$ cat src/rtl/seq_multiplier.sv
// Multi-cycle shift-add multiplier with valid/ready handshakes on both sides.
// Operands are turned into magnitudes; the product sign is applied once at the end.
module seq_multiplier #(
    parameter int WIDTH_A        = 10,
    parameter int WIDTH_B        = 8,
    parameter int BITS_PER_CYCLE = 1
) (
    input  logic                       clk,
    input  logic                       rst_n,
    input  logic                       in_valid,
    output logic                       in_ready,
    input  logic [WIDTH_A-1:0]         a,
    input  logic [WIDTH_B-1:0]         b,
    input  logic                       is_signed,
    output logic                       out_valid,
    input  logic                       out_ready,
    output logic [WIDTH_A+WIDTH_B-1:0] c,
    output logic                       busy
);

    localparam int WIDTH_C = WIDTH_A + WIDTH_B;
    localparam int N       = WIDTH_B / BITS_PER_CYCLE;
    localparam int CNT_W   = (N > 1) ? $clog2(N) : 1;

    generate
        if ((WIDTH_B % BITS_PER_CYCLE) != 0) begin : g_bpc_check
            $error("seq_multiplier: BITS_PER_CYCLE must divide WIDTH_B exactly");
        end
    endgenerate

    typedef enum logic [1:0] {
        S_IDLE = 2'd0,
        S_CALC = 2'd1,
        S_DONE = 2'd2
    } state_t;

    state_t               r_state;
    logic [WIDTH_C-1:0]   r_mcand;
    logic [WIDTH_B-1:0]   r_mplier;
    logic [WIDTH_C-1:0]   r_acc;
    logic [WIDTH_C-1:0]   r_c;
    logic [CNT_W-1:0]     r_cnt;
    logic                 r_neg;
    logic                 r_in_ready;
    logic                 r_out_valid;
    logic                 r_busy;

    logic [WIDTH_A-1:0]   w_mag_a;
    logic [WIDTH_B-1:0]   w_mag_b;
    logic [WIDTH_C-1:0]   w_pp;
    logic [WIDTH_C-1:0]   w_acc_next;
    logic [WIDTH_C-1:0]   w_result;
    logic                 w_last;
    logic                 w_accept;

    // Magnitude of a two's-complement value; the most-negative value maps to 2^(W-1) unsigned.
    function automatic logic [WIDTH_A-1:0] mag_a(input logic [WIDTH_A-1:0] v, input logic sgn);
        if (sgn && v[WIDTH_A-1]) begin
            mag_a = ~v + WIDTH_A'(1);
        end else begin
            mag_a = v;
        end
    endfunction

    function automatic logic [WIDTH_B-1:0] mag_b(input logic [WIDTH_B-1:0] v, input logic sgn);
        if (sgn && v[WIDTH_B-1]) begin
            mag_b = ~v + WIDTH_B'(1);
        end else begin
            mag_b = v;
        end
    endfunction

    assign w_mag_a    = mag_a(a, is_signed);
    assign w_mag_b    = mag_b(b, is_signed);
    assign w_accept   = in_valid && r_in_ready;
    // The multiplicand is pre-shifted each cycle, so the partial product needs no variable shift.
    assign w_pp       = r_mcand * WIDTH_C'(r_mplier[BITS_PER_CYCLE-1:0]);
    assign w_acc_next = r_acc + w_pp;
    assign w_last     = (r_cnt == CNT_W'(N - 1));
    assign w_result   = r_neg ? (~w_acc_next + WIDTH_C'(1)) : w_acc_next;

    // Control FSM and datapath registers; all outputs come straight from flops.
    always_ff @(posedge clk or negedge rst_n) begin
        if (!rst_n) begin
            r_state     <= S_IDLE;
            r_mcand     <= WIDTH_C'(0);
            r_mplier    <= WIDTH_B'(0);
            r_acc       <= WIDTH_C'(0);
            r_c         <= WIDTH_C'(0);
            r_cnt       <= CNT_W'(0);
            r_neg       <= 1'b0;
            r_in_ready  <= 1'b1;
            r_out_valid <= 1'b0;
            r_busy      <= 1'b0;
        end else begin
            case (r_state)
                S_IDLE: begin
                    if (w_accept) begin
                        r_mcand    <= WIDTH_C'(w_mag_a);
                        r_mplier   <= w_mag_b;
                        r_neg      <= is_signed && (a[WIDTH_A-1] ^ b[WIDTH_B-1]);
                        r_acc      <= WIDTH_C'(0);
                        r_cnt      <= CNT_W'(0);
                        r_state    <= S_CALC;
                        r_in_ready <= 1'b0;
                        r_busy     <= 1'b1;
                    end
                end
                S_CALC: begin
                    r_acc    <= w_acc_next;
                    r_mcand  <= r_mcand << BITS_PER_CYCLE;
                    r_mplier <= r_mplier >> BITS_PER_CYCLE;
                    r_cnt    <= r_cnt + CNT_W'(1);
                    if (w_last) begin
                        r_state     <= S_DONE;
                        r_c         <= w_result;
                        r_out_valid <= 1'b1;
                    end
                end
                S_DONE: begin
                    if (out_ready) begin
                        r_state     <= S_IDLE;
                        r_out_valid <= 1'b0;
                        r_in_ready  <= 1'b1;
                        r_busy      <= 1'b0;
                    end
                end
                default: begin
                    r_state     <= S_IDLE;
                    r_out_valid <= 1'b0;
                    r_in_ready  <= 1'b1;
                    r_busy      <= 1'b0;
                end
            endcase
        end
    end

    assign in_ready  = r_in_ready;
    assign out_valid = r_out_valid;
    assign c         = r_c;
    assign busy      = r_busy;

endmodule

$ cat config.mk
export PLATFORM = sky130hd
export DESIGN_NAME = seq_multiplier
export DESIGN_NICKNAME = d
export VERILOG_FILES = /design/src/rtl/seq_multiplier.sv
export SDC_FILE = /design/constraint.sdc
export NUM_CORES = 1
export LEC_CHECK = 0
export BUFFER_PORTS_ARGS = -buffer_cell sky130_fd_sc_hd__buf_2
export CORE_MARGIN = 5
export CORE_UTILIZATION = 45
export CTS_BUF_LIST = sky130_fd_sc_hd__clkbuf_8
export DETAILED_ROUTE_END_ITERATION = 6
export MAX_ROUTING_LAYER = met4
export PLACE_DENSITY_LB_ADDON = 0.2
export SETUP_SLACK_MARGIN = 0.02
export SLEW_MARGIN = 20
export SYNTH_ARGS = -nofsm -noshare
export SYNTH_HDL_FRONTEND = slang
export SYNTH_SLANG_ARGS = --single-unit
$ cat constraint.sdc
create_clock -name clk -period 2.9 [get_ports clk]
set_input_delay 0.29 -clock clk [delete_from_list [all_inputs] [get_ports clk]]
set_output_delay 0.29 -clock clk [all_outputs]
set_load 0.01 [all_outputs]
Word level (Yosys, flattened, before mapping) --
Index checks and enable logic that the tools add are counted.
Operators by class: add/sub/neg operators 5, $mul 1, equal/unequal tests 6, mux-type cells 23, bitwise operators 6, reduce and logical (&&, ||, !) cells 12
Operators by type and width (count):
- 18-bit one-hot mux with 2 select lines | 2
- 18-bit two-way mux | 3
- 18-bit by 1-bit adder with 18-bit output (second input constant) | 1
- 18-bit adder | 1
- 18-bit by 1-bit multiplier with 18-bit output | 1
- 18-bit inverter | 1
- 8-bit two-way mux | 2
- 8-bit one-hot mux with 2 select lines | 1
- 10-bit by 1-bit adder with 10-bit output (second input constant) | 1
- 10-bit two-way mux | 1
- 10-bit inverter | 1
- 1-bit one-hot mux with 3 select lines | 3
- 3-bit AND reduction | 3
- 8-bit by 1-bit adder with 8-bit output (second input constant) | 1
- 8-bit inverter | 1
- 2-bit two-way mux | 3
- 2-bit inequality test (second input constant) | 3
- 2-bit one-hot mux with 3 select lines | 1
- 3-bit one-hot mux with 2 select lines | 1
- 2-bit AND reduction | 3
- 1-bit two-way mux | 5
- 1-bit logical AND | 4
- 3-bit by 1-bit adder with 3-bit output (second input constant) | 1
- 3-bit == test (second input constant) | 1
- 7 further kinds | 8
Word-level totals: register bits after elaboration 71, output and inout port bits 21, logic and storage cells 63

Longest topological paths before layout --
word-level depth 5, gate-level depth with buffers 14

Worst setup path after synthesis --
Ideal clock, no wire load.
path type register to register, start reg r_mplier[0], end reg r_c[12] (netlist: c[12]), arrival 3.069 ns, data required time 2.775 ns, path slack -0.294 ns, cell stages (with the launch flop) 15, path buffers 1, path through dfrtp_1 -> clkbuf_1 -> and2_1 -> ha_1 -> inv_1 -> fa_1 -> nor2b_1 -> o2111ai_2 -> nand2_1 -> mux2_2 -> o21bai_2 -> nand4b_1 -> o21ai_0 -> xor2_1 -> mux2_2
Between the ends: word-level cells in the longest chain between the ends 5
Ends and longest elaborated chain:
- start: declaration | line 39 | logic [WIDTH_B-1:0] r_mplier;
- start signal: assignment | line 100 | r_mplier <= w_mag_b;
- start signal: assignment | line 112 | r_mplier <= r_mplier >> BITS_PER_CYCLE;
- 18-bit by 1-bit multiplier with 18-bit output * | line 77 | assign w_pp = r_mcand * WIDTH_C'(r_mplier[BITS_PER_CYCLE-1:0]);
- 18-bit adder * | line 78 | assign w_acc_next = r_acc + w_pp;
- 18-bit inverter | line 80 | assign w_result = r_neg ? (~w_acc_next + WIDTH_C'(1)) : w_acc_next;
- 18-bit by 1-bit adder with 18-bit output | line 80
- 18-bit two-way mux * | line 80
- end signal: assignment | line 116 | r_c <= w_result;
- end: declaration | line 41 | logic [WIDTH_C-1:0] r_c;
Every way passes the cells marked *; elsewhere a longest branch is shown, timed or not. A chain may end at the register's enable or synchronous reset.

Worst setup path in the final report --
start reg r_mplier[0], end reg r_c[17] (netlist: c[17])
The elaborated chain is that of the path after synthesis.

==> results.yml <==
outcome:
  status: "finished, violations left"
  violations: "hold timing, setup timing"
power:
  p_leak_nw: 2.76
  swShare: 0.405
  ir_drop_v: 0.000347
  p_seq_frac: 0.318
  pwr-share-clk: 0.174
  p_int_w: 0.00294
  switching_power_w: 0.00200
  combinationalPowerShare: 0.508
  power.density_nw_per_um2: 828
worst_setup_path:
  crit_path_start_kind: "flip-flop"
  crit_path_max_fanout: 7
  slowest_delay_ns: 0.45
  worst-r2r-cell-count: 12
  r2r_start: "r_mplier[0]"
  required_ns: 3.13
  critPathBufInv: 1
  critPathTopFamily: "compound AO/OA/AOI/OAI gates"
  crit_type: "reg2reg"
  cpMaxStageDelayCell: "dfrtp_2"
  crit_path_end_kind: "flip-flop"
  timing.rr.end: "c[17]"
  cp_cell_sequence: "buf_6 -> and2_4 -> ha_4 -> a21o_1 -> or2_0 -> o22a_2 -> a21oi_4 -> mux2i_4 -> o2111ai_4 -> o41ai_4 -> xnor2_1 -> o21ai_1"
  critPathArrivalTime_ns: 3.23
  ff2ff_setup_slack_ns: -0.09
global_routing:
  grtUsageTotal: 0.185
  grt.overflow.total: 0
  grt_max_degree: 45
  grt_pass1_wl_mm: 18.8
  grt_pass1_vias: 3963
  antenna_found_initial: 0
die:
  dieArea_um2: 12600
  die_h_um: 112
  start_util: 0.460
  io_pins: 44
  num_rows: 37
  coreArea_um2: 10300
  die_w_um: 112
clock_tree:
  clkTransAtPathRegs_ns: 0.08
  cts.sinks: 71
  numCtsBuffers: 9
  cts-htree-levels: 3
  cts_tree: "yes"
  insertion_delay_ns: 0.35
  cts_buffer_depth: 2
  cts_hold_buffers: 0
  clockRootBuffer: "clkbuf_8"
job:
  drv_cap: 0
sta:
  fin_ws_ns: -0.0941
  finalClockSkew_ns: 0.00964
  hold_ws_ns: -0.00495
  finalSetupTns_ns: -0.350
  rsz0062_at_grt: "true"
  min_period_over_period: 1.03
  fmax_ghz: 0.334
  fin_crit_ns: 2.99
  relSlewSlack: 0.503
  hold_viol: 4
  setup_violations: 7
  tightest_slew_ns: 0.746
  drv_slew: 0
place:
  hpwl_mm: 8.26
  place_congestion: 0.893
  numPortBuffers: 43
drt:
  antenna_left: 0
  dr.pass1.iters: 5
  wl_per_cell_um: 14.2
  drt-initial-drc-count: 193
  vias_per_cell: 5.27
  drc: 0
  vias: 4135
  wirelength_mm: 11.2
synth:
  synth_seq_area_share: 0.376
  ys_async_sr_fraction: 1.00
  synth_ff_type: "dfrtp_1"
  synthDistinctLibCells: 63
  syn_area_um2: 4720
  ys_ff_latch: 71
  synthCells: 554
  yosysMostFrequentCell: "nand2_1"
  yosys-top-cells-area: "dfrtp_1 (37%), nand2_1 (9.0%), o21ai_0 (7.4%), ha_1 (5.8%), xnor2_1 (5.0%)"
  avgSynthCellArea_um2: 8.53
  yosysWarnings: 0
  synth_top_area_frac: 0.371
  synth_edf_count: 0
  yosysTopAreaCell: "dfrtp_1"
  syn_nets: 600
  synthTopCellsByCount: "nand2_1 (113), dfrtp_1 (70), o21ai_0 (70)"
finish:
  diodes: 0
  nets: 691
  drive_gt1_frac: 0.285
  areaGrowthSynthToFinish_pct: 26.5
worst_hold_path:
  hold_path_class: "in2async"
[cell type report]
type	instances	area [um^2]
Fill cell	936	4300
Sequential cell	71	1780
Timing Repair Buffer	111	746
Tap cell	136	170
Clock buffer	9	124
Multi-Input combinational cell	435	3000
Inverter	17	63.8
Clock inverter	6	86.3
[power groups by stage]
stage               Combinational (W)  Sequential (W)  Clock, W
floorplan                     0.00149         0.00152         0
global placement              0.00213         0.00156         0
detailed placement            0.00218         0.00157         0
CTS                           0.00230         0.00156  0.000878
global route                  0.00278         0.00162  0.000923
finish                        0.00251         0.00157  0.000859
[per-stage QoR]
stage | cell area (um^2) | power (W) | utilization | std cells | setup WS, ns
finish | 5970 | 0.00494 | 0.581 | 785 | -0.0941
global route | 5970 | 0.00533 | 0.581 | 785 | -0.232
CTS | 5770 | 0.00474 | 0.561 | 782 | -0.151
detailed placement | 5440 | 0.00375 | 0.529 | 761 | -0.175
global placement | 5440 | 0.00369 | 0.529 | 761 | -0.0634
floorplan | 4770 | 0.00301 | - | 554 | -0.0972
[timing repair]
item / CTS / global route
buffers inserted: 6 / 3
setup endpoints to repair: 9 / 12
pin swaps: 14 / 23
resized for setup: 16 / 33
endpoints found under the hold margin: 0 / 0
[worst register-to-register path: stages, from the launching register on]
cell	delay, ns
dfrtp_2	0.45
buf_6	0.14
and2_4	0.14
ha_4	0.21
a21o_1	0.22
or2_0	0.23
o22a_2	0.22
a21oi_4	0.24
mux2i_4	0.31
o2111ai_4	0.22
o41ai_4	0.28
xnor2_1	0.15
o21ai_1	0.07
[cell usage in the layout (no fill, tap or decap), types with 3 or more instances in the layout]
cell	n
a21o_1	9
a21oi_1	15
a21oi_2	6
a31oi_1	5
and2_1	19
buf_2	43
buf_4	65
clkbuf_8	9
dfrtp_1	69
ha_1	19
inv_1	16
mux2i_1	3
nand2_1	112
nand2b_1	7
nand3_1	9
nor2_1	19
nor3_1	8
o211ai_1	4
o21ai_0	65
o21ai_1	9
o22ai_1	16
xnor2_1	24
xnor2_2	5
xor2_1	12
[metal layers]
| metal | GRT usage | routed length (um) | vias to the layer above |
|---|---|---|---|
| li1 | - | - | 2104 |
| met1 | 0.262 | 5650 | 1943 |
| met2 | 0.271 | 4880 | 76 |
| met3 | 0.0275 | 463 | 12 |
| met4 | 0.0657 | 173 | 0 |
| met5 | - | 0 | - |
[worst max path at each step]
stage | start | endpoint | slack [ns] | cells after the start
finish | r_mplier[0] | c[17] | -0.09 | 12
global route | r_mplier[0] | c[17] | -0.23 | 12
CTS | r_mplier[0] | c[16] | -0.15 | 13
detailed placement | r_mplier[0] | c[14] | -0.18 | 13
global placement | r_mplier[0] | c[14] | -0.06 | 13
floorplan | r_mplier[0] | c[16] | -0.1 | 14
[sequential cells by signal (all words and copies together) (netlist names)]
signal     cells
r_acc         18
r_mcand       18
r_mplier       8
r_neg          1
r_cnt          3
r_state        2
out_valid      1
in_ready       1
busy           1
c             18
[cell families after synthesis]
logic type,after synthesis,synth area share
AND/OR/NAND/NOR,201,0.194
buffers and inverters,48,0.0514
multiplexers,7,0.0154
AO/OA/AOI/OAI,161,0.216
flip-flops,71,0.376
adder cells (fa/ha/maj),23,0.0625
XOR/XNOR,43,0.0845
Power figures use the tool's default switching activity.
